File: src/rtl/ahb_pkg.sv
// ahb_pkg: shared AHB-lite encodings for the two-master arbiter slice.
//   HTRANS : IDLE, BUSY, NONSEQ, SEQ
//   HBURST : SINGLE, INCR4, INCR8 (the only bursts the arbiter supports)
//   HSIZE  : BYTE, HALF, WORD
//   owner_t: address/data phase owner encoding (0 = m0, 1 = m1)
package ahb_pkg;

  localparam logic [1:0] IDLE   = 2'b00;
  localparam logic [1:0] BUSY   = 2'b01;
  localparam logic [1:0] NONSEQ = 2'b10;
  localparam logic [1:0] SEQ    = 2'b11;

  localparam logic [2:0] SINGLE = 3'b000;
  localparam logic [2:0] INCR4  = 3'b011;
  localparam logic [2:0] INCR8  = 3'b101;

  localparam logic [2:0] BYTE = 3'b000;
  localparam logic [2:0] HALF = 3'b001;
  localparam logic [2:0] WORD = 3'b010;

  typedef enum logic {
    OWN_M0 = 1'b0,
    OWN_M1 = 1'b1
  } owner_t;

  // Beats remaining after the first beat of a burst (count loaded on NONSEQ).
  function automatic logic [2:0] burst_last(input logic [2:0] burst);
    case (burst)
      INCR4:   burst_last = 3'd3;
      INCR8:   burst_last = 3'd7;
      default: burst_last = 3'd0;
    endcase
  endfunction

endpackage

File: src/rtl/ahb_arb2_if.sv
// ahb_arb2_if: bundle of both master ports and the shared slave port.
//   m0_*/m1_* : per-master request, grant and address/data-phase signals
//   s_*       : multiplexed transfer towards the single slave
//   s_readyi  : HREADY from the slave, m_readyi: HREADY fanned to masters
//   hmaster   : current address-phase owner
// Modport slave is the arbiter's view; modport master is the masters'/slave-model view.
interface ahb_arb2_if;
  logic        m0_busreq, m1_busreq;
  logic        m0_grant,  m1_grant;
  logic [31:0] m0_addr,   m1_addr;
  logic        m0_write,  m1_write;
  logic [1:0]  m0_trans,  m1_trans;
  logic [2:0]  m0_size,   m1_size;
  logic [2:0]  m0_burst,  m1_burst;
  logic [31:0] m0_wdata,  m1_wdata;
  logic [31:0] s_addr;
  logic        s_write;
  logic [1:0]  s_trans;
  logic [2:0]  s_size;
  logic [2:0]  s_burst;
  logic [31:0] s_wdata;
  logic        s_readyi;
  logic        m_readyi;
  logic        hmaster;

  modport slave (
    input  m0_busreq, m1_busreq, m0_addr, m1_addr, m0_write, m1_write,
           m0_trans, m1_trans, m0_size, m1_size, m0_burst, m1_burst,
           m0_wdata, m1_wdata, s_readyi,
    output m0_grant, m1_grant, s_addr, s_write, s_trans, s_size, s_burst,
           s_wdata, m_readyi, hmaster
  );

  modport master (
    output m0_busreq, m1_busreq, m0_addr, m1_addr, m0_write, m1_write,
           m0_trans, m1_trans, m0_size, m1_size, m0_burst, m1_burst,
           m0_wdata, m1_wdata, s_readyi,
    input  m0_grant, m1_grant, s_addr, s_write, s_trans, s_size, s_burst,
           s_wdata, m_readyi, hmaster
  );
endinterface

File: src/rtl/ahb_beat_cnt.sv
// ahb_beat_cnt: burst beat counter and arbitration-point flag.
//   hclk, rst : clock, synchronous active-high reset
//   ready     : HREADY from the slave; counter only moves on accepted beats
//   trans     : HTRANS of the current address-phase owner
//   burst     : HBURST of the current address-phase owner
//   arb_pt    : this edge may move the grant (combinational)
module ahb_beat_cnt
  import ahb_pkg::*;
#(
  parameter int NUM_BEAT_W = 3
) (
  input  logic       hclk,
  input  logic       rst,
  input  logic       ready,
  input  logic [1:0] trans,
  input  logic [2:0] burst,
  output logic       arb_pt
);

  logic [NUM_BEAT_W-1:0] cnt;
  logic [NUM_BEAT_W-1:0] cnt_nxt;

  always_comb begin
    cnt_nxt = cnt;
    if (ready) begin
      if (trans == NONSEQ) begin
        cnt_nxt = NUM_BEAT_W'(burst_last(burst));
      end else if (trans == SEQ && cnt != '0) begin
        cnt_nxt = cnt - NUM_BEAT_W'(1);
      end
    end
  end

  // A burst's first beat also loads 0 only for SINGLE, but the explicit
  // burst test keeps an INCRx NONSEQ from ever opening a handover window.
  assign arb_pt = ready && (cnt_nxt == '0) && !(trans == NONSEQ && burst != SINGLE);

  always_ff @(posedge hclk) begin
    if (rst) cnt <= '0;
    else     cnt <= cnt_nxt;
  end

endmodule

File: src/rtl/ahb_arb2.sv
// ahb_arb2: two-master AHB-lite arbiter with address/data multiplexing.
//   hclk, rst : clock, synchronous active-high reset
//   bus       : ahb_arb2_if.slave -- master ports m0/m1, slave port s_*,
//               HREADY in/out, registered one-hot grant and hmaster
// Grant is round-robin at arbitration points and parks on the last owner.
// The data-phase owner lags the address-phase owner by one accepted beat so
// write data after a handover still comes from the outgoing master.
module ahb_arb2
  import ahb_pkg::*;
#(
  parameter int NUM_BEAT_W = 3
) (
  input  logic       hclk,
  input  logic       rst,
  ahb_arb2_if.slave  bus
);

  owner_t hmaster_a;
  owner_t hmaster_d;
  owner_t owner_nxt;
  logic   m0_grant_r;
  logic   m1_grant_r;
  logic   arb_pt;

  // Address-phase mux
  always_comb begin
    if (hmaster_a == OWN_M1) begin
      bus.s_addr  = bus.m1_addr;
      bus.s_write = bus.m1_write;
      bus.s_trans = bus.m1_trans;
      bus.s_size  = bus.m1_size;
      bus.s_burst = bus.m1_burst;
    end else begin
      bus.s_addr  = bus.m0_addr;
      bus.s_write = bus.m0_write;
      bus.s_trans = bus.m0_trans;
      bus.s_size  = bus.m0_size;
      bus.s_burst = bus.m0_burst;
    end
  end

  // Data-phase mux
  assign bus.s_wdata  = (hmaster_d == OWN_M1) ? bus.m1_wdata : bus.m0_wdata;
  assign bus.m_readyi = bus.s_readyi;
  assign bus.hmaster  = hmaster_a;
  assign bus.m0_grant = m0_grant_r;
  assign bus.m1_grant = m1_grant_r;

  ahb_beat_cnt #(.NUM_BEAT_W(NUM_BEAT_W)) u_beat_cnt (
    .hclk   (hclk),
    .rst    (rst),
    .ready  (bus.s_readyi),
    .trans  (bus.s_trans),
    .burst  (bus.s_burst),
    .arb_pt (arb_pt)
  );

  // When both request, the master that is not the current owner wins.
  always_comb begin
    owner_nxt = hmaster_a;
    if (bus.m0_busreq && bus.m1_busreq) begin
      owner_nxt = (hmaster_a == OWN_M0) ? OWN_M1 : OWN_M0;
    end else if (bus.m0_busreq) begin
      owner_nxt = OWN_M0;
    end else if (bus.m1_busreq) begin
      owner_nxt = OWN_M1;
    end
  end

  always_ff @(posedge hclk) begin
    if (rst) begin
      hmaster_a  <= OWN_M0;
      hmaster_d  <= OWN_M0;
      m0_grant_r <= 1'b1;
      m1_grant_r <= 1'b0;
    end else if (bus.s_readyi) begin
      hmaster_d <= hmaster_a;
      if (arb_pt) begin
        hmaster_a  <= owner_nxt;
        m0_grant_r <= (owner_nxt == OWN_M0);
        m1_grant_r <= (owner_nxt == OWN_M1);
      end
    end
  end

endmodule

File: src/flat_wrapper.sv
// flat-port wrapper written by rule: the top's interface ports become plain ports
module ahb_arb2_flat import ahb_pkg::*;
#(
  parameter int NUM_BEAT_W = 3
)
  (hclk, rst, bus_m0_busreq, bus_m1_busreq, bus_m0_addr, bus_m1_addr, bus_m0_write, bus_m1_write, bus_m0_trans, bus_m1_trans, bus_m0_size, bus_m1_size, bus_m0_burst, bus_m1_burst, bus_m0_wdata, bus_m1_wdata, bus_s_readyi, bus_m0_grant, bus_m1_grant, bus_s_addr, bus_s_write, bus_s_trans, bus_s_size, bus_s_burst, bus_s_wdata, bus_m_readyi, bus_hmaster);
  ahb_arb2_if bus_i ();
  input  logic hclk;
  input  logic rst;
  input wire logic [$bits(bus_i.m0_busreq)-1:0] bus_m0_busreq;
  input wire logic [$bits(bus_i.m1_busreq)-1:0] bus_m1_busreq;
  input wire logic [$bits(bus_i.m0_addr)-1:0] bus_m0_addr;
  input wire logic [$bits(bus_i.m1_addr)-1:0] bus_m1_addr;
  input wire logic [$bits(bus_i.m0_write)-1:0] bus_m0_write;
  input wire logic [$bits(bus_i.m1_write)-1:0] bus_m1_write;
  input wire logic [$bits(bus_i.m0_trans)-1:0] bus_m0_trans;
  input wire logic [$bits(bus_i.m1_trans)-1:0] bus_m1_trans;
  input wire logic [$bits(bus_i.m0_size)-1:0] bus_m0_size;
  input wire logic [$bits(bus_i.m1_size)-1:0] bus_m1_size;
  input wire logic [$bits(bus_i.m0_burst)-1:0] bus_m0_burst;
  input wire logic [$bits(bus_i.m1_burst)-1:0] bus_m1_burst;
  input wire logic [$bits(bus_i.m0_wdata)-1:0] bus_m0_wdata;
  input wire logic [$bits(bus_i.m1_wdata)-1:0] bus_m1_wdata;
  input wire logic [$bits(bus_i.s_readyi)-1:0] bus_s_readyi;
  output wire logic [$bits(bus_i.m0_grant)-1:0] bus_m0_grant;
  output wire logic [$bits(bus_i.m1_grant)-1:0] bus_m1_grant;
  output wire logic [$bits(bus_i.s_addr)-1:0] bus_s_addr;
  output wire logic [$bits(bus_i.s_write)-1:0] bus_s_write;
  output wire logic [$bits(bus_i.s_trans)-1:0] bus_s_trans;
  output wire logic [$bits(bus_i.s_size)-1:0] bus_s_size;
  output wire logic [$bits(bus_i.s_burst)-1:0] bus_s_burst;
  output wire logic [$bits(bus_i.s_wdata)-1:0] bus_s_wdata;
  output wire logic [$bits(bus_i.m_readyi)-1:0] bus_m_readyi;
  output wire logic [$bits(bus_i.hmaster)-1:0] bus_hmaster;
  assign bus_i.m0_busreq = bus_m0_busreq;
  assign bus_i.m1_busreq = bus_m1_busreq;
  assign bus_i.m0_addr = bus_m0_addr;
  assign bus_i.m1_addr = bus_m1_addr;
  assign bus_i.m0_write = bus_m0_write;
  assign bus_i.m1_write = bus_m1_write;
  assign bus_i.m0_trans = bus_m0_trans;
  assign bus_i.m1_trans = bus_m1_trans;
  assign bus_i.m0_size = bus_m0_size;
  assign bus_i.m1_size = bus_m1_size;
  assign bus_i.m0_burst = bus_m0_burst;
  assign bus_i.m1_burst = bus_m1_burst;
  assign bus_i.m0_wdata = bus_m0_wdata;
  assign bus_i.m1_wdata = bus_m1_wdata;
  assign bus_i.s_readyi = bus_s_readyi;
  assign bus_m0_grant = bus_i.m0_grant;
  assign bus_m1_grant = bus_i.m1_grant;
  assign bus_s_addr = bus_i.s_addr;
  assign bus_s_write = bus_i.s_write;
  assign bus_s_trans = bus_i.s_trans;
  assign bus_s_size = bus_i.s_size;
  assign bus_s_burst = bus_i.s_burst;
  assign bus_s_wdata = bus_i.s_wdata;
  assign bus_m_readyi = bus_i.m_readyi;
  assign bus_hmaster = bus_i.hmaster;
  ahb_arb2 #(.NUM_BEAT_W(NUM_BEAT_W)) u_core (.hclk(hclk), .rst(rst), .bus(bus_i));
endmodule
File: config.mk
export PLATFORM = sky130hd
export DESIGN_NAME = ahb_arb2_flat
export DESIGN_NICKNAME = d
export VERILOG_FILES = /design/src/rtl/ahb_pkg.sv /design/src/rtl/ahb_arb2_if.sv /design/src/rtl/ahb_beat_cnt.sv /design/src/rtl/ahb_arb2.sv /design/src/flat_wrapper.sv
export SDC_FILE = /design/constraint.sdc
export NUM_CORES = 1
export LEC_CHECK = 0
export ABC_AREA = 1
export ABC_CLOCK_PERIOD_IN_PS = 1560
export BUFFER_PORTS_ARGS = -buffer_cell sky130_fd_sc_hd__buf_2
export CORE_AREA = 5 5 86 88
export DETAILED_ROUTE_END_ITERATION = 8
export DIE_AREA = 0 0 91 93
export GPL_TIMING_DRIVEN = 1
export PLACE_DENSITY_LB_ADDON = 0.12
export SYNTH_ARGS = -nofsm -noshare
export SYNTH_HDL_FRONTEND = slang
export SYNTH_SLANG_ARGS = --single-unit
File: constraint.sdc
create_clock -name hclk -period 1.56 [get_ports hclk]
set_input_delay 0.078 -clock hclk [delete_from_list [all_inputs] [get_ports hclk]]
set_output_delay 0.078 -clock hclk [all_outputs]
set_load 0.01 [all_outputs]
# == After elaboration in Yosys (flattened, before gate mapping) ==
# Cells that the tools add are included.
# classes
addsub,1
mul,0
div_mod_pow,0
n_lt_le_gt_ge,0
eq_ne,4
shifts,0
muxes,14
bitwise_logic,1
reduce_logical,10
# op_table
cell,n
32-bit 2-to-1 mux,2
3-bit 2-to-1 mux,5
3-bit case mux with 2 select lines,1
3-bit nonzero test,2
1-bit logical AND,5
1-bit 2-to-1 mux,5
2-bit equality test (second input constant),2
3-bit by 2-bit equality test with 1-bit output (second input constant),1
3-bit equality test (second input constant),1
3-bit zero test,1
3-bit by 1-bit subtractor with 3-bit output (second input constant),1
2-bit 2-to-1 mux,1
2-bit AND reduction,1
1-bit zero test,1
1-bit inverter,1
# totals
reg_bits,6
latchBits,0
mem_bits_rw,0
rom_bits,0
output_inout_bits,77
n_memories,0

# == Logic depth before layout (Yosys ltp) ==
# Gate-level depths: netlist of run 1.
# logic_depth
depth_word,10
depth_mapped,14

# == Cells and area by module ==
# Synthesis of run 1 repeated with hierarchy kept, for this count alone.
# hier_totals
cells_unflattened,243
area_unflattened_um2,1495.2
# modules_own_cells
mod,instances,cells_each,area_each_um2,seq_area_each_um2
ahb_arb2,1,189,1198.6,60.1
ahb_beat_cnt,1,54,296.5,60.1

# == Worst setup path before layout of run 1 ==
# Ideal clock, no wire load.
# synth_timing
kind,register to register
startpoint,register u_core.u_beat_cnt.cnt[0]
endpoint,"register u_core.m0_grant_r, in the netlist u_core.bus.m0_grant"
t_arrival_ns,1.386
path_slack_ns,0.052
stages_incl_launch_ff,14
period_less_slack_ns,1.508
path_cell_list,dfxtp_1 inv_1 ha_1 ha_1 inv_1 nand2_1 nand2_1 nand2_1 nand2_1 nand3_2 nor2_2 nand3_1 nand2_1 nand3_1
# synth_via
elab_chain_cells,9
# synth_rtl
item,line_no,rtl
"start, declared",ahb_beat_cnt.sv:20,logic [NUM_BEAT_W-1:0] cnt;
"start signal, assigned",ahb_beat_cnt.sv:40,else cnt <= cnt_nxt;
"parallel branches: the longest is 4 deep, another holds 3-bit by 1-bit subtractor with 3-bit output",-,
3-bit 2-to-1 mux *,ahb_beat_cnt.sv:25,if (ready) begin
3-bit zero test *,ahb_beat_cnt.sv:36,assign arb_pt = ready && (cnt_nxt == '0) && !(trans == NONSEQ && burst != SINGLE);
1-bit logical AND * (2 in a row),ahb_beat_cnt.sv:36,
2-bit AND reduction (no line) *,-,
"end signal, assigned",ahb_arb2.sv:80,m0_grant_r <= (owner_nxt == OWN_M0);
"end, declared",ahb_arb2.sv:21,logic m0_grant_r;
# Mark *: on every way between the ends.
# A chain may end at the register's enable or synchronous reset.

# == Final worst setup path of run 1 ==
# layout_timing
startpoint,register u_core.u_beat_cnt.cnt[1]
endpoint,"register u_core.m1_grant_r, in the netlist u_core.bus.m1_grant"
# layout_via
elab_chain_cells,9
# layout_rtl
item,line_no,rtl
"parallel branches: the longest is 4 deep, another holds 3-bit by 1-bit subtractor with 3-bit output",-,
3-bit 2-to-1 mux *,ahb_beat_cnt.sv:25,
3-bit zero test *,ahb_beat_cnt.sv:36,
1-bit logical AND * (2 in a row),ahb_beat_cnt.sv:36,
2-bit AND reduction (no line) *,-,
"end signal, assigned",ahb_arb2.sv:81,m1_grant_r <= (owner_nxt == OWN_M1);
"end, declared",ahb_arb2.sv:22,logic m1_grant_r;
# Marked as above.

==> run summary, run 1 <==
* **Final Cell Area** 0.00272 mm2
* **Worst R2R Setup Slack** 0.05 ns
* **setup repair after global routing missed its margin** yes
* **DRC** 0
* **final number of hold-violating endpoints** 0
* **sequential share of the synthesized area** 0.0866
* **top cells by area in the synthesized netlist** sky130_fd_sc_hd__nand2_1, sky130_fd_sc_hd__mux2_2, sky130_fd_sc_hd__dfxtp_1, sky130_fd_sc_hd__nand2_2, sky130_fd_sc_hd__inv_1
* **most numerous cell in the Yosys netlist** sky130_fd_sc_hd__nand2_1
* **number of vias after detailed routing** 2286
* **Starting Density** 0.211
* **count of different cell masters after synthesis** 22
* **cell depth of the worst flop-to-flop path** 13
* **via count of the first global-routing pass** 2475
* **setup violators final** 0
* **Die Ht** 93 um
* **layout cell share with drive strength beyond 1** 0.629
* **area enclosed by the die boundary** 0.00846 mm2
* **antenna cell count** 0
* **multi-input combinational cell area** 0.00116 mm2
* **clock transition time at the flip-flop clock pins of the worst setup and hold paths** 0.04 ns
* **GPL Wtd Cong** 0.756
* **antenna violations before repair** 0
* **critical path launch point type** flop
* **Power Total** 1.29 mW
* **achievable clock frequency** 0.664 GHz
* **Buffers on Ports** 227
* **synthesis-stage register bit count** 6
* **largest clock skew in the final design** 0.00111 ns
* **Yosys top cell area share** 0.387
* **floorplan die width** 91 um
* **simple logic cell fraction of the synthesized area** 0.506
* **Ys Warns** 0
* **Post-DP HPWL** 6140 um
* **Max Slew Vio Count** 0
* **synthesized instance count** 248
* **Slew headroom** 0.831
* **TritonCTS buffer count** 3
* **type of element capturing the critical path** flop
* **destination of the worst register-to-register timing path** u_core.bus.m1_grant
* **detailed-routing iteration count for the pre-antenna-repair pass** 4
* **FILL cells** 735
* **final routed wire length divided by cell count** 12.7 um
* **TritonCTS clock tree** yes
* **first-pass GRT wire length** 10800 um
* **number of nets in the layout** 627
* **number of ports placed on the die boundary** 228
* **compound-cell area share of the yosys netlist** 0.0261
* **actual transition at the worst max-transition pin** 0.254 ns
* **H-tree lvl count** 1
* **multiplexer share of the synthesized area** 0.260
* **hold buffer count at cts** 0
* **average instance area after synthesis** 5.60 um2
* **detailed-route wire length** 7030 um
* **clk root buf** sky130_fd_sc_hd__clkbuf_8
* **number of cell rows** 30
* **worst min-delay path startpoint** rst
* **post-synthesis share of cell area spent on xor and xnor gates** 0
* **largest fanout of any net on the critical path** 3
* **status** finished, final reports clean
* **drt via density** 4.14
* **Final Cycle Share** 0.966
* **Reg-to-Reg Start** u_core.u_beat_cnt.cnt[1]
* **total track usage** 0.152
* **synthesized net count** 401
* **required time at the worst-slack endpoint** 1.68 ns
* **min cycle time layout** 1.51 ns
* **clock insertion delay at the later pin of the skew report** 0.22 ns
* **number of instances on the worst hold path** 2
* **adder-cell share of the synthesized area** 0.0180
* **main combinational cell family by area after synthesis** simple AND/OR/NAND/NOR gates
* **core area** 0.00657 mm2
* **number of flops mapped to enable cells by yosys** 0
* **area added between synthesis and finish** 95.8%
* **clock tree buffer depth** 2
* **end of the worst hold path** u_core.u_beat_cnt.cnt[2]
* **type of the worst min-delay path** in2reg
* **largest net degree at the start of global routing** 37
* **sequential standard cell area** 126 um2
* **Overflow after GRT** 0
* **signal arrival time at the worst endpoint** 1.62 ns
* **max-capacitance violation count** 0
* **biggest area consumer among synthesized cells** sky130_fd_sc_hd__nand2_1
* **post-detailed-route count of antenna-violating nets** 0
* **post-synthesis instance area** 0.00139 mm2
* **Placed Area** 0.00262 mm2
* **peak ir drop on the vdd network** 0.211 mV
* **most instantiated flip-flop cell in the synthesis netlist** sky130_fd_sc_hd__dfxtp_1
* **Leak Pwr** 1.72 nW
* **ranking of synthesized cells by instance count** sky130_fd_sc_hd__nand2_1, sky130_fd_sc_hd__mux2_2, sky130_fd_sc_hd__inv_1, sky130_fd_sc_hd__nand2_2, sky130_fd_sc_hd__buf_2
* **power per standard cell area** 475 mW/mm2
* **clock sink total** 6
* **number of DRC markers after the initial detailed-route iteration** 28
* **proportion of synthesized flip-flops having asynchronous set or reset** 0
* **path type of the worst setup path** reg2reg
-- cells by family after synthesis --
kind of cell | after synthesis
simple gates | 170
flops | 6
fa+ha+maj | 2
buf+inv | 32
mux | 32
compound gates | 6
-- flip-flops by register name (all words and copies together) (netlist names) --
name / count
u_core.hmaster_d: 1
u_core.bus.m1_grant: 1
u_core.u_beat_cnt.cnt: 3
u_core.bus.m0_grant: 1
-- cells in the final DEF, fill, tap and decap left out, drive strengths merged, types with 2 or more instances in the layout --
cell type / Yosys / final
clkbuf: 5 / 3
inv: 17 / 17
nand2: 154 / 154
mux2: 32 / 32
dfxtp: 6 / 6
nand3: 8 / 8
ha: 2 / 2
o21ai: 4 / 4
buf: 10 / 236
nor2: 6 / 6
-- worst max-delay path: stages, from the launching register on --
cell                      delay (ns)
sky130_fd_sc_hd__dfxtp_2        0.32
sky130_fd_sc_hd__inv_2          0.05
sky130_fd_sc_hd__ha_4           0.15
sky130_fd_sc_hd__ha_4           0.15
sky130_fd_sc_hd__inv_4          0.05
sky130_fd_sc_hd__nand2_2        0.05
sky130_fd_sc_hd__nand2_1        0.06
sky130_fd_sc_hd__nand2_1        0.04
sky130_fd_sc_hd__nand2_1        0.07
sky130_fd_sc_hd__nand3_2        0.10
sky130_fd_sc_hd__nor2_4         0.10
sky130_fd_sc_hd__nand4_1        0.12
sky130_fd_sc_hd__nand2_1        0.10
sky130_fd_sc_hd__nor2_1         0.04
-- report_power, final --
| part | total, mW | internal [mW] | switching, mW |
|---|---|---|---|
| Sequential | 0.177 | 0.167 | 0.0101 |
| Clock | 0.229 | 0.165 | 0.0631 |
| Combinational | 0.884 | 0.439 | 0.445 |
| Total | 1.29 | 0.771 | 0.519 |
-- worst max-delay path by stage --
| stage | to | slack (ns) | startpoint |
|---|---|---|---|
| floorplan | u_core.bus.m0_grant | 0.05 | u_core.u_beat_cnt.cnt[0] |
| global placement | u_core.bus.m1_grant | -0.01 | u_core.u_beat_cnt.cnt[0] |
| detailed placement | u_core.bus.m1_grant | -0.04 | u_core.u_beat_cnt.cnt[0] |
| CTS | u_core.bus.m1_grant | 0.004 | u_core.u_beat_cnt.cnt[0] |
| global route | u_core.bus.m1_grant | -0.08 | u_core.u_beat_cnt.cnt[0] |
| finish | u_core.bus.m1_grant | 0.05 | u_core.u_beat_cnt.cnt[1] |
-- repair_timing --
item                                    CTS  global route
gates cloned                              0             0
endpoints found under the setup margin   38            39
pin swaps                                 4             8
setup buffers                             1             0
gates resized for setup                   6            12
-- per-stage QoR --
step	setup TNS, ns	util	instances	setup slack [ns]	hold WS [ns]
2_1_floorplan	0	-	248	0.0522	0.150
3_3_place_gp	-0.0127	0.398	548	-0.0127	0.302
3_5_place_dp	-0.0558	0.398	548	-0.0374	0.297
4_1_cts	0	0.407	552	0.00393	0.0665
5_1_grt	-0.156	0.414	552	-0.0821	0.0735
6_report	0	0.414	552	0.0531	0.0669
-- cell type report --
class | count | area share
clock buffers | 3 | 0.0152
inverters | 17 | 0.0253
multi-input cells | 210 | 0.426
flip-flops and latches | 6 | 0.0465
well taps | 80 | 0.0368
repair buffers | 236 | 0.450
-- routing by layer --
metal,track usage,vias up,part of all wire
met5,0,-,0
met4,0.0538,0,0.024
met3,0.0563,14,0.098
met2,0.279,108,0.53
met1,0.156,948,0.35
li1,-,1216,-
Note: power is estimated with default switching activity, not from simulation.
==> run 2: changes to the inputs <==
--- a/config.mk
+++ b/config.mk
@@ -5,7 +5,6 @@
 export SDC_FILE = /design/constraint.sdc
 export NUM_CORES = 1
 export LEC_CHECK = 0
-export ABC_AREA = 1
 export ABC_CLOCK_PERIOD_IN_PS = 1560
 export BUFFER_PORTS_ARGS = -buffer_cell sky130_fd_sc_hd__buf_2
 export CORE_AREA = 5 5 86 88
==> run summary, run 2 <==
* **status** finished, violations left
* **violated checks** setup timing
* **antenna violations before repair** 0
* **required time at the worst-slack endpoint** 1.67 ns
* **layout cell share with drive strength beyond 1** 0.913
* **ranking of synthesized cells by instance count** sky130_fd_sc_hd__mux2_2, sky130_fd_sc_hd__inv_1, sky130_fd_sc_hd__nor2_1, sky130_fd_sc_hd__clkbuf_1, sky130_fd_sc_hd__dfxtp_1
* **number of flops mapped to enable cells by yosys** 0
* **Worst R2R Setup Slack** -0.26 ns
* **clock tree buffer depth** 2
* **clock sink total** 6
* **type of the worst min-delay path** in2reg
* **detailed-routing iteration count for the pre-antenna-repair pass** 3
* **cell depth of the worst flop-to-flop path** 9
* **Yosys top cell area share** 0.576
* **Placed Area** 0.00272 mm2
* **post-detailed-route count of antenna-violating nets** 0
* **min cycle time layout** 1.82 ns
* **Ys Warns** 0
* **count of different cell masters after synthesis** 34
* **worst min-delay path startpoint** rst
* **number of nets in the layout** 535
* **drt via density** 4.38
* **Starting Density** 0.211
* **Final Cell Area** 0.00293 mm2
* **number of standard cells in the final layout excluding fillers** 460
* **achievable clock frequency** 0.549 GHz
* **top cells by area in the synthesized netlist** sky130_fd_sc_hd__mux2_2, sky130_fd_sc_hd__dfxtp_1, sky130_fd_sc_hd__mux2i_1, sky130_fd_sc_hd__inv_1, sky130_fd_sc_hd__nor2_1
* **destination of the worst register-to-register timing path** u_core.bus.m1_grant
* **number of cell rows** 30
* **most repeated library cell on the critical path** sky130_fd_sc_hd__ha_4
* **average instance area after synthesis** 9.64 um2
* **count of placed standard cells including taps** 453
* **antenna cell count** 0
* **Die Ht** 93 um
* **signal arrival time at the worst endpoint** 1.94 ns
* **Slew headroom** 0.743
* **clock transition time at the flip-flop clock pins of the worst setup and hold paths** 0.04 ns
* **largest net degree at the start of global routing** 35
* **synthesized net count** 297
* **via count of the first global-routing pass** 2243
* **commonest cells after routing, fill and taps aside** sky130_fd_sc_hd__buf_2, sky130_fd_sc_hd__mux2_2, sky130_fd_sc_hd__buf_4
* **max incr delay on CP** 0.32 ns
* **setup repair after global routing missed its margin** yes
* **Reg-to-Reg Start** u_core.u_beat_cnt.cnt[0]
* **largest clock skew in the final design** 0.00174 ns
* **most numerous cell in the Yosys netlist** sky130_fd_sc_hd__mux2_2
* **clock insertion delay at the later pin of the skew report** 0.22 ns
* **final number of hold-violating endpoints** 0
* **H-tree lvl count** 1
* **Final Worst Setup Slack** -0.261 ns
* **Max Slew Vio Count** 0
* **TritonCTS clock tree** yes
* **Final Cycle Share** 1.17
* **most instantiated flip-flop cell in the synthesis netlist** sky130_fd_sc_hd__dfxtp_1
* **Post-DP HPWL** 6280 um
* **peak ir drop on the vdd network** 0.203 mV
* **number of ports placed on the die boundary** 228
* **Overflow after GRT** 0
* **GRT Max-Usage Layer** met2
* **proportion of synthesized flip-flops having asynchronous set or reset** 0
* **biggest area consumer among synthesized cells** sky130_fd_sc_hd__mux2_2
* **met3 Use GR** 0.0459
* **number of DRC markers after the initial detailed-route iteration** 18
* **core area** 0.00657 mm2
* **GPL Wtd Cong** 0.817
* **detailed-route wire length** 7230 um
* **largest register by flop count** u_core.u_beat_cnt.cnt
* **type of element capturing the critical path** flop
* **DRC** 0
* **hold buffer count at cts** 0
* **path type of the worst setup path** reg2reg
* **most frequent standard cell in the layout excluding fill and tap cells** sky130_fd_sc_hd__buf_2
* **sequential standard cell area** 126 um2
* **setup violators final** 4
* **met1 usage** 0.168
* **largest fanout of any net on the critical path** 4
* **critical path launch point type** flop
* **final routed wire length divided by cell count** 15.7 um
* **crit-path cells** inv_2 > ha_4 > ha_4 > nor4bb_4 > a41oi_2 > a22oi_2 > nor4b_4 > and4b_1 > a31o_1
* **flip-flop count of the largest register, all copies and words added** 3
* **number of instances on the worst hold path** 2
* **FILL cells** 668
* **TritonCTS buffer count** 3
* **power per standard cell area** 488 mW/mm2
* **actual transition at the worst max-transition pin** 0.375 ns
* **post-synthesis instance area** 0.00139 mm2
* **area added between synthesis and finish** 111%
* **Leak Pwr** 1.52 nW
* **met2 Track Usage GR** 0.283
* **area enclosed by the die boundary** 0.00846 mm2
* **sequential share of the synthesized area** 0.0866
* **multi-input combinational cell area** 0.00132 mm2
* **slowest CP cell** sky130_fd_sc_hd__dfxtp_2
* **Buffers on Ports** 227
* **floorplan die width** 91 um
* **first-pass GRT wire length** 10800 um
* **max-capacitance violation count** 0
* **total track usage** 0.153
* **synthesis-stage register bit count** 6
* **number of vias after detailed routing** 2016
* **end of the worst hold path** u_core.u_beat_cnt.cnt[1]
* **clk root buf** sky130_fd_sc_hd__clkbuf_8
* **synthesized instance count** 144
-- run 2: kinds of logic (layout without fill, tap and decap cells) --
group | after synthesis | in the layout | synth area share
AOI/OAI and AO/OA | 15 | 15 | 0.0920
xor gates and xnor gates | 2 | 2 | 0.0126
adders and majority gates | 2 | 2 | 0.0180
buffers and inverters | 21 | 257 | 0.0712
DFF | 6 | 6 | 0.0866
muxes | 76 | 76 | 0.616
and+or+nand+nor | 22 | 22 | 0.104
-- run 2: worst max-delay path, delay by kind of cell (launching register included) --
kind | cells | cell delay [ns]
buf+inv | 1 | 0.05
simple gates | 3 | 0.54
compound gates | 3 | 0.47
flops | 1 | 0.32
fa+ha+maj | 2 | 0.32
-- run 2: how the worst max path moves through the flow --
stage	from	endpoint	slack (ns)	depth (start not counted)
floorplan	u_core.u_beat_cnt.cnt[0]	u_core.bus.m1_grant	-0.25	9
global placement	u_core.u_beat_cnt.cnt[0]	u_core.bus.m1_grant	-0.29	9
detailed placement	u_core.bus.m1_grant	u_core.bus.m1_grant	-0.33	7
CTS	u_core.u_beat_cnt.cnt[0]	u_core.bus.m1_grant	-0.28	9
global route	u_core.u_beat_cnt.cnt[1]	u_core.bus.m1_grant	-0.36	9
finish	u_core.u_beat_cnt.cnt[0]	u_core.bus.m1_grant	-0.26	9
-- run 2: through the flow --
stage	util	total power [mW]	hold slack, ns	setup WS, ns	TNS [ns]
5_1_grt	0.446	1.54	0.134	-0.358	-1.15
3_5_place_dp	0.414	1.11	0.341	-0.330	-0.779
4_1_cts	0.430	1.39	0.116	-0.281	-0.657
3_3_place_gp	0.414	1.11	0.333	-0.287	-0.657
2_1_floorplan	-	0.679	0.143	-0.250	-0.385
6_report	0.446	1.43	0.107	-0.261	-0.671
-- run 2: layout make-up --
cell class,instances,area share
repair buffers,246,0.449
multi-input cells,117,0.449
flip-flops and latches,6,0.0431
well taps,80,0.0342
clock buffers,3,0.0141
inverters,8,0.0103
-- run 2: what timing repair did --
item | CTS | global route
gates cloned | 0 | 1
endpoints found under the setup margin | 33 | 27
resized for setup | 10 | 11
pin swaps | 7 | 5
hold endpoints to repair | 0 | 0
buffers inserted | 1 | 3
-- run 2: per-layer routing --
metal  share of wire  wire [um]  vias to the layer above
li1                -          -                     1015
met1            0.36       2580                      892
met2            0.54       3920                       96
met3           0.081        583                       13
met4           0.020        146                        0
met5               0          0                        -
-- run 2: report_power, final --
part           switching [mW]  leakage (nW)  internal [mW]
Clock                  0.0709        0.0216          0.166
Combinational           0.437          1.44          0.573
Sequential             0.0127        0.0507          0.169
==> run 3: changes to the inputs <==
--- a/config.mk
+++ b/config.mk
@@ -8,10 +8,13 @@
 export ABC_CLOCK_PERIOD_IN_PS = 1560
 export BUFFER_PORTS_ARGS = -buffer_cell sky130_fd_sc_hd__buf_2
 export CORE_AREA = 5 5 86 88
+export CTS_CLUSTER_DIAMETER = 60
 export DETAILED_ROUTE_END_ITERATION = 8
 export DIE_AREA = 0 0 91 93
 export GPL_TIMING_DRIVEN = 1
 export PLACE_DENSITY_LB_ADDON = 0.12
+export RECOVER_POWER = 25
+export SKIP_CTS_REPAIR_TIMING = 1
 export SYNTH_ARGS = -nofsm -noshare
 export SYNTH_HDL_FRONTEND = slang
 export SYNTH_SLANG_ARGS = --single-unit
==> run summary, run 3 (same netlist as run 2, synthesis figures left out) <==
* **status** finished, violations left
* **violated checks** setup timing
* **first-pass GRT wire length** 10600 um
* **largest fanout of any net on the critical path** 4
* **min cycle time layout** 1.85 ns
* **largest clock skew in the final design** 0.000790 ns
* **area added between synthesis and finish** 105%
* **final routed wire length divided by cell count** 15.3 um
* **post-detailed-route count of antenna-violating nets** 0
* **drt via density** 4.39
* **Post-DP HPWL** 6280 um
* **worst-case setup slack after placement** -0.330 ns
* **clock transition time at the flip-flop clock pins of the worst setup and hold paths** 0.04 ns
* **total track usage** 0.151
* **clock tree buffer depth** 2
* **critical path launch point type** flop
* **Max Slew Vio Count** 0
* **DRC** 0
* **number of cell rows** 30
* **Die Ht** 93 um
* **Buffers on Ports** 227
* **Final Cycle Share** 1.18
* **most frequent standard cell in the layout excluding fill and tap cells** sky130_fd_sc_hd__buf_2
* **largest net degree at the start of global routing** 35
* **most repeated library cell on the critical path** sky130_fd_sc_hd__ha_4
* **actual transition at the worst max-transition pin** 0.409 ns
* **Leak Pwr** 1.49 nW
* **area enclosed by the die boundary** 0.00846 mm2
* **antenna violations before repair** 0
* **Power Total** 1.38 mW
* **flip-flop count of the largest register, all copies and words added** 3
* **crit-path cells** inv_2 > ha_4 > ha_4 > nor4bb_4 > a41oi_2 > a22oi_2 > nor4b_4 > and4b_1 > a31o_1
* **final number of hold-violating endpoints** 0
* **signal arrival time at the worst endpoint** 1.96 ns
* **GPL Wtd Cong** 0.817
* **clock insertion delay at the later pin of the skew report** 0.22 ns
* **Starting Density** 0.211
* **path type of the worst setup path** reg2reg
* **via count of the first global-routing pass** 2209
* **WHS** 0.113 ns
* **type of the worst min-delay path** in2reg
* **layout cell share with drive strength beyond 1** 0.894
* **max incr delay on CP** 0.32 ns
* **Critical path buffers and inverters** 1
* **number of DRC markers after the initial detailed-route iteration** 42
* **setup repair after global routing missed its margin** yes
* **Final Worst Setup Slack** -0.288 ns
* **power per standard cell area** 485 mW/mm2
* **type of element capturing the critical path** flop
* **core area** 0.00657 mm2
* **number of nets in the layout** 532
* **Slew headroom** 0.728
* **number of ports placed on the die boundary** 228
* **TritonCTS buffer count** 3
* **floorplan die width** 91 um
* **slowest CP cell** sky130_fd_sc_hd__dfxtp_2
* **H-tree lvl count** 1
* **achievable clock frequency** 0.541 GHz
* **detailed-route wire length** 6980 um
* **detailed-routing iteration count for the pre-antenna-repair pass** 3
* **clock sink total** 6
* **Largest delay share family, worst path** simple AND/OR/NAND/NOR gates
* **number of vias after detailed routing** 2006
* **commonest cells after routing, fill and taps aside** sky130_fd_sc_hd__buf_2, sky130_fd_sc_hd__mux2_2, sky130_fd_sc_hd__buf_4
* **antenna cell count** 0
* **peak ir drop on the vdd network** 0.196 mV
* **clk root buf** sky130_fd_sc_hd__clkbuf_8
* **max-capacitance violation count** 0
* **largest register by flop count** u_core.u_beat_cnt.cnt
* **required time at the worst-slack endpoint** 1.67 ns
* **TritonCTS clock tree** yes
* **Overflow after GRT** 0
* **setup violators final** 33
* **FILL cells** 680
[run 3: path summary, 6_finish.rpt]
kind / startpoint / end / slack [ns] / cells past startpoint
worst min register to register: u_core.bus.m0_grant / u_core.bus.m0_grant / 0.53 / 2
worst max register to register: u_core.u_beat_cnt.cnt[1] / u_core.bus.m1_grant / -0.29 / 9
worst max-delay path: u_core.u_beat_cnt.cnt[1] / u_core.bus.m1_grant / -0.29 / 9
worst min-delay path: rst / u_core.u_beat_cnt.cnt[1] / 0.11 / 2
[run 3: stage by stage]
step                std cells  setup TNS (ns)   util  instance area (um2)
floorplan                 144          -0.385      -                 1440
global placement          453          -0.657  0.414                 2720
detailed placement        453          -0.779  0.414                 2720
CTS                       456           -2.78  0.420                 2760
global route              457           -4.65  0.433                 2850
finish                    457           -2.31  0.433                 2850
[run 3: layout make-up]
class / count / area (um2) / share of cell area
flip-flops and latches: 6 / 126 / 0.0444
inverters: 8 / 30.0 / 0.0105
multi-input cells: 117 / 1290 / 0.452
repair buffers: 243 / 1260 / 0.443
clock buffers: 3 / 41.3 / 0.0145
well taps: 80 / 100 / 0.0352
[run 3: metal layers]
| layer | share of wire | vias up | wire (um) | track usage |
|---|---|---|---|---|
| met2 | 0.54 | 94 | 3750 | 0.278 |
| met4 | 0.019 | 0 | 131 | 0.0428 |
| met3 | 0.083 | 11 | 580 | 0.0442 |
| li1 | - | 1010 | - | - |
| met1 | 0.36 | 891 | 2520 | 0.169 |
| met5 | 0 | - | 0 | 0 |
[run 3: power by group]
group          internal, mW  total (mW)  switching (mW)
clock network         0.166       0.239          0.0722
logic                 0.541       0.961           0.420
registers             0.169       0.182          0.0131
